--- config.mk ---
export PLATFORM = sky130hd
export DESIGN_NAME = constraint_12_gen
export DESIGN_NICKNAME = d
export VERILOG_FILES = /design/src/rtl/constraint_12_gen.sv
export SDC_FILE = /design/constraint.sdc
export NUM_CORES = 1
export LEC_CHECK = 0
export ABC_AREA = 1
export BUFFER_PORTS_ARGS = -buffer_cell sky130_fd_sc_hd__clkbuf_2
export CAP_MARGIN = 15
export CORE_UTILIZATION = 51
export DETAILED_ROUTE_END_ITERATION = 10
export PLACE_DENSITY = 0.76
export SKIP_CTS_REPAIR_TIMING = 1
export SLEW_MARGIN = 10
export SYNTH_ARGS = -nofsm -noshare
export SYNTH_HDL_FRONTEND = slang
export SYNTH_SLANG_ARGS = --single-unit
--- constraint.sdc ---
create_clock -name clk -period 1.7 [get_ports clk]
set_input_delay 0.085 -clock clk [delete_from_list [all_inputs] [get_ports clk]]
set_output_delay 0.085 -clock clk [all_outputs]
set_load 0.01 [all_outputs]
--- src/rtl/constraint_12_gen.sv ---
// Enumerates every WIDTH-bit value except FORBID from a seed, one full wrap per pass; CONSTRAINT_GEN_LFSR_EN selects LFSR order.
// Latency: first value the cycle after start (one extra bubble cycle if seed==FORBID).
// Backpressure: out_data/out_valid hold while out_ready is low; the FORBID bubble advances regardless.
module constraint_12_gen #(
   parameter int               WIDTH  = 22,
   parameter logic [WIDTH-1:0] FORBID = 22'h265f13
) (
   input  logic             clk,
   input  logic             rst,
   input  logic             start,
   input  logic [WIDTH-1:0] seed,
   output logic             out_valid,
   input  logic             out_ready,
   output logic [WIDTH-1:0] out_data,
   output logic             busy,
   output logic             done,
   output logic [WIDTH-1:0] count
);

   typedef enum logic [1:0] {
      IDLE = 2'd0,
      RUN  = 2'd1,
      DONE = 2'd2
   } state_t;

   state_t           state;
   state_t           state_nxt;
   logic [WIDTH-1:0] cur;
   logic [WIDTH-1:0] cur_nxt;
   logic [WIDTH-1:0] seed_q;
   logic [WIDTH-1:0] load_val;
   logic             load;
   logic             advance;
   logic             accept;

   function automatic logic [WIDTH-1:0] next_val(input logic [WIDTH-1:0] v);
`ifdef CONSTRAINT_GEN_LFSR_EN
      return {v[WIDTH-2:0], v[WIDTH-1] ^ v[WIDTH-2]};
`else
      return v + WIDTH'(1);
`endif
   endfunction

   // The LFSR locks up at zero, so a zero seed is promoted to 1 and that becomes the wrap reference.
`ifdef CONSTRAINT_GEN_LFSR_EN
   assign load_val = (seed == '0) ? WIDTH'(1) : seed;
`else
   assign load_val = seed;
`endif

   assign out_data = cur;

   always_ff @(posedge clk) begin
      if (rst) begin
         state <= IDLE;
      end else begin
         state <= state_nxt;
      end
   end

   always_comb begin
      state_nxt = state;
      out_valid = 1'b0;
      busy      = 1'b0;
      done      = 1'b0;
      accept    = 1'b0;
      advance   = 1'b0;
      load      = 1'b0;
      cur_nxt   = next_val(cur);
      case (state)
         IDLE: begin
            if (start) begin
               load      = 1'b1;
               state_nxt = RUN;
            end
         end
         RUN: begin
            busy      = 1'b1;
            out_valid = (cur != FORBID);
            accept    = out_valid && out_ready;
            advance   = (cur == FORBID) || accept;
            // Wrap-complete: the next candidate would repeat the latched seed.
            if (advance && (cur_nxt == seed_q)) begin
               state_nxt = DONE;
            end
         end
         DONE: begin
            done = 1'b1;
            if (start) begin
               load      = 1'b1;
               state_nxt = RUN;
            end
         end
         default: begin
            state_nxt = IDLE;
         end
      endcase
   end

   always_ff @(posedge clk) begin
      if (rst) begin
         cur    <= '0;
         count  <= '0;
         seed_q <= '0;
      end else if (load) begin
         cur    <= load_val;
         seed_q <= load_val;
         count  <= '0;
      end else begin
         if (advance) begin
            cur <= cur_nxt;
         end
         if (accept) begin
            count <= count + WIDTH'(1);
         end
      end
   end

endmodule

==> After elaboration in Yosys (flattened, before gate mapping) <==
Index checks and enable logic that the tools add are counted.
Widths: inputs -> output; s select.
{ "totals": {"out_inout_bits": 47, "in_bits": 26, "register_bits": 68, "elab_cells": 33} }
{ "classes": {"add_sub_neg": 2, "reduce_logical": 8, "muxes": 12, "eq_ne": 7} }
{ "op_table": {"columns": ["cell", "n"], "rows": [
  ["$add 22x1->22 const B", 2],
  ["$mux 22", 2],
  ["$eq 22x22->1", 1],
  ["$eq 22x22->1 const B", 1],
  ["$ne 22x22->1 const B", 1],
  ["$mux 1", 7],
  ["$mux 2", 2],
  ["$pmux 2 s2", 1],
  ["$reduce_or 2->1", 2],
  ["$eq 2x1->1 const B", 1],
  ["$eq 2x2->1 const B", 1],
  ["$logic_and 1x1->1", 2],
  ["$logic_not 2->1", 1],
  ["$ne 2x1->1 const B", 1],
  ["$ne 2x2->1 const B", 1],
  ["$reduce_and 2->1", 1],
  ["$reduce_bool 2->1", 1],
  ["$logic_or 1x1->1", 1]
]} }

==> Longest topological paths before layout <==
{ "depth": {"ltp_word": 6, "ltp_mapped": 15, "ltp_nobuf": 15} }

==> Worst setup path after synthesis <==
Ideal clock, no wire load.
{ "synth_timing": {"path_kind": "reg-to-reg", "start": "register cur[1] (netlist: out_data[1])", "end": "register state[0]", "t_arrival_ns": 1.653, "synth_period_minus_slack_ns": 1.785, "stages_incl_launch_ff": 15, "setup_ns": 0.132, "t_required_ns": 1.568, "path_buffers": 0, "path_slack_ns": -0.085, "cell_sequence": "dfxtp_1 ha_1 nand2_2 nor2_1 nand3b_1 nand2_1 nand2_1 nand2_1 nand2_1 nor2_1 nand2_1 nor2_1 nand3_1 nand2_1 a21oi_1"} }
{ "synth_via": {"elab_chain_len": 6, "elab_cells_between_ends": 9, "classes_between": "add/sub: 1; eq/ne: 4; reduce/logical: 4"} }
{ "synth_rtl": {"columns": ["element", "line", "text"], "rows": [
  ["from (decl)", "28", "logic [WIDTH-1:0] cur;"],
  ["from (signal assigned)", "106", "cur <= load_val;"],
  ["from (signal assigned)", "111", "cur <= cur_nxt;"],
  ["branches (longest 3 deep; another with $add 22x1->22)", null, null],
  ["$logic_and 1x1->1 *", "83", "if (advance && (cur_nxt == seed_q)) begin"],
  ["$ne 2x2->1 (no line) *", null, null],
  ["$reduce_and 2->1 (no line) *", null, null],
  ["to (signal assigned)", "57", "state <= state_nxt;"],
  ["to (decl)", "26", "state_t state;"]
]} }
Mark *: on every way between the ends.
A chain may end at the register's enable or synchronous reset.

==> Worst setup path after layout <==
{ "layout_timing": {"start": "register cur[1] (netlist: out_data[1])", "end": "register state[1]"} }
Same word-level chain as after synthesis.

==> reports/results.txt <==
DRC errors left = 0
NumNets Final = 819
Detailed Route WL = 13,200 um
top flip-flop cell by instance count after synthesis = sky130_fd_sc_hd__dfxtp_1
asr flop ratio synth = 0%
number of buffers created by CTS = 9
Max clock buf depth = 2
area share of the largest cell type after synthesis = 32.9%
filler instances = 618
global routing usage on met2 = 48.5%
DR vias/cell = 5.49
gate family responsible for the most delay along the worst path = simple AND/OR/NAND/NOR gates
final antenna diode count = 0
Syn Area/Cell = 6.58 um^2
most frequently used cell type in the post-synthesis netlist = sky130_fd_sc_hd__nand2_1
worst r2r src = out_data[1]$_SDFFE_PP0P_
busiest layer in global routing = met2
CP Capture Type = register
crit path time final = 1.87 ns
worst relative slew slack = 78.2%
CP Max Fanout = 6
Yosys top cell by area = sky130_fd_sc_hd__dfxtp_1
number of enable-type register cells in the synthesized netlist = 0
final clock skew = 0.0141 ns
starting density of the core = 53.0%
WP buf/inv = 1
critical path class = reg -> reg
leakage power total = 2.62 nW
number of unique standard cell types used by synthesis = 38
Port Buffers = 72
part of the cycle the worst path needs = 110%
Max Cap Viol = 0
Slew @ Worst Pin = 0.325 ns
clock transition at the registers of the reported paths = 0.09 ns
arrival time of the worst setup path = 2.17 ns
post-placement setup slack = -0.317 ns
sequential share of the synthesized area = 32.9%
global-route usage over all layers = 30.4%
detail-routed net length per standard cell = 14.8 um
CTS H-tree lvls = 3
failing checks = hold timing, setup timing
number of synthesis warnings = 0
placed cell count = 874
proportion of layout cells with a drive suffix above 1 = 34.8%
Hold Path Depth = 3
ports placed on the boundary = 73
power density over the cells = 712 nW/um^2
synthesized netlist net count = 658
met3 usage = 4.06%
Post-Syn Instances = 629
utilization after layout = 73.5%
Final Hold Vio Count = 8
fin. max-slew vios = 0
Critical-path top delay cell = sky130_fd_sc_hd__dfxtp_4
Min-Delay Endpoint = seed_q[11]$_SDFFE_PP0P_
highest attainable clock frequency = 534 MHz
launch point of the worst hold path = seed[11]
worst ir drop on vdd = 496 uV
core area = 7810 um^2
clock root buffer master = sky130_fd_sc_hd__clkbuf_8
GR Util met1 = 42.0%
crit path launch type = register
largest net degree at the start of global routing = 24
drt first-iter violations = 447
standard-cell row count = 32
detailed-routing iteration count for the pre-antenna-repair pass = 8
number of standard cells in the layout, taps in and fillers out = 897
number of antenna violations at the first check in global routing = 0
crit path setup slack, layout = -0.173 ns
insertion delay of the later-clocked pin in the worst-skew pair = 0.36 ns
setup slack of the worst register-to-register path = -0.17 ns
largest cells by area after synthesis = sky130_fd_sc_hd__dfxtp_1, sky130_fd_sc_hd__nand2_1, sky130_fd_sc_hd__nand3_1
CTS tree = done
Area Overhead vs Synth = 38.6%
Yosys reg bits = 68
cells on worst reg2reg path = 13
cell area after technology mapping = 4140 um^2
worst-case hold slack = -0.0133 ns
sequence of cells on the critical path = buf_4 -> nand2_4 -> nor2_8 -> nand2_4 -> nand2_2 -> nand3_1 -> nand2_1 -> nand2_2 -> nor2_2 -> nand2_1 -> nor2_2 -> nand4_1 -> a21oi_2
width of the die = 92.1 um
Critical Path Max Stage Delay = 0.38 ns
destination of the worst register-to-register timing path = state[1]$_SDFFE_PP0P_
list of most frequent post-synthesis cells = sky130_fd_sc_hd__nand2_1, sky130_fd_sc_hd__inv_1, sky130_fd_sc_hd__nand3_1
number of global-route vias before repair = 4,390
total clock sinks = 68
overall die height = 92.1 um
first-pass GRT wire length = 20,400 um
Detail Route Antenna Nets = 0
Final Wtd Congestion = 0.954
Min-Delay Path Class = in -> reg
die outline area = 8480 um^2
Final TNS setup = -1.18 ns
data required time at the worst endpoint = 2.00 ns
unrepaired setup endpoints after global routing = true
aggregate global routing overflow = 0
half-perimeter wire length after detailed placement = 9630 um
run status = complete, but fails checks
detailed-route via count = 4,921
number of setup violations in the final report = 19
-- state kept, by name, indices dropped and copies added (netlist names) --
register / flops
count: 22
out_data: 22
seed_q: 22
state: 2
-- cell usage in the layout, fill, tap and decap left out, drive strengths merged, types with 2 or more instances in the layout --
cell and count:
o22ai 13, ha 3, xnor3 2, nand3 75, nor2 66, nand2 198
xnor2 5, clkbuf 83, o21ai 22, a21oi 18, nand3b 3, clkinvlp 2
buf 93, bufinv 2, nor4 4, inv 83, nor3 6, nand4 15
o311ai 5, a31oi 14, xor2 9, dfxtp 68
-- per-layer routing --
metal | vias to the layer above | share of wire [%]
li1 | 2377 | -
met1 | 2257 | 44
met2 | 253 | 46
met3 | 34 | 8.1
met4 | 0 | 2.1
met5 | - | 0
-- kinds of logic after synthesis --
kind of cell / after synthesis / synth area share, %
flops: 68 / 32.9
fa+ha+maj: 3 / 0.907
xor+xnor: 16 / 4.14
compound gates: 75 / 10.6
buf+inv: 99 / 9.55
simple gates: 368 / 41.9
-- power breakdown --
group,leakage (nW),switching [mW],internal (mW)
Sequential,0.561,0.0811,1.67
Combinational,1.95,0.448,0.326
Clock,0.106,0.683,0.872
Total,2.62,1.21,2.87
-- through the flow --
stage | total power [mW] | cell area, um^2
3_5_place_dp | 2.47 | 5220
3_3_place_gp | 2.45 | 5220
2_1_floorplan | 2.15 | 4150
4_1_cts | 3.99 | 5440
6_report | 4.08 | 5740
5_1_grt | 4.24 | 5740
-- final cells by class --
type | instances | area [um^2] | area share [%]
clock buffers | 11 | 141 | 2.46
multi-input cells | 462 | 2590 | 45.2
clock inverters | 5 | 83.8 | 1.46
flip-flops and latches | 68 | 1380 | 24.1
inverters | 83 | 319 | 5.56
well taps | 102 | 128 | 2.22
repair buffers | 166 | 1090 | 19.0
-- how the worst max path moves through the flow --
stage                                         from                     to  cells after the start
after floorplan           out_data[1]$_SDFFE_PP0P_  state[0]$_SDFFE_PP0P_                     14
after global placement    out_data[0]$_SDFFE_PP0P_  state[0]$_SDFFE_PP0P_                     14
after detailed placement  out_data[0]$_SDFFE_PP0P_  state[0]$_SDFFE_PP0P_                     14
after CTS                 out_data[0]$_SDFFE_PP0P_  state[0]$_SDFFE_PP0P_                     14
after global routing      out_data[7]$_SDFFE_PP0P_  state[0]$_SDFFE_PP0P_                     13
final                     out_data[1]$_SDFFE_PP0P_  state[1]$_SDFFE_PP0P_                     13
-- worst min-delay path: stages --
cell	delay (ns)
sky130_fd_sc_hd__clkbuf_2	0.08
sky130_fd_sc_hd__nand2_1	0.07
sky130_fd_sc_hd__o22ai_1	0.07
(Power assumes the default switching activity.)
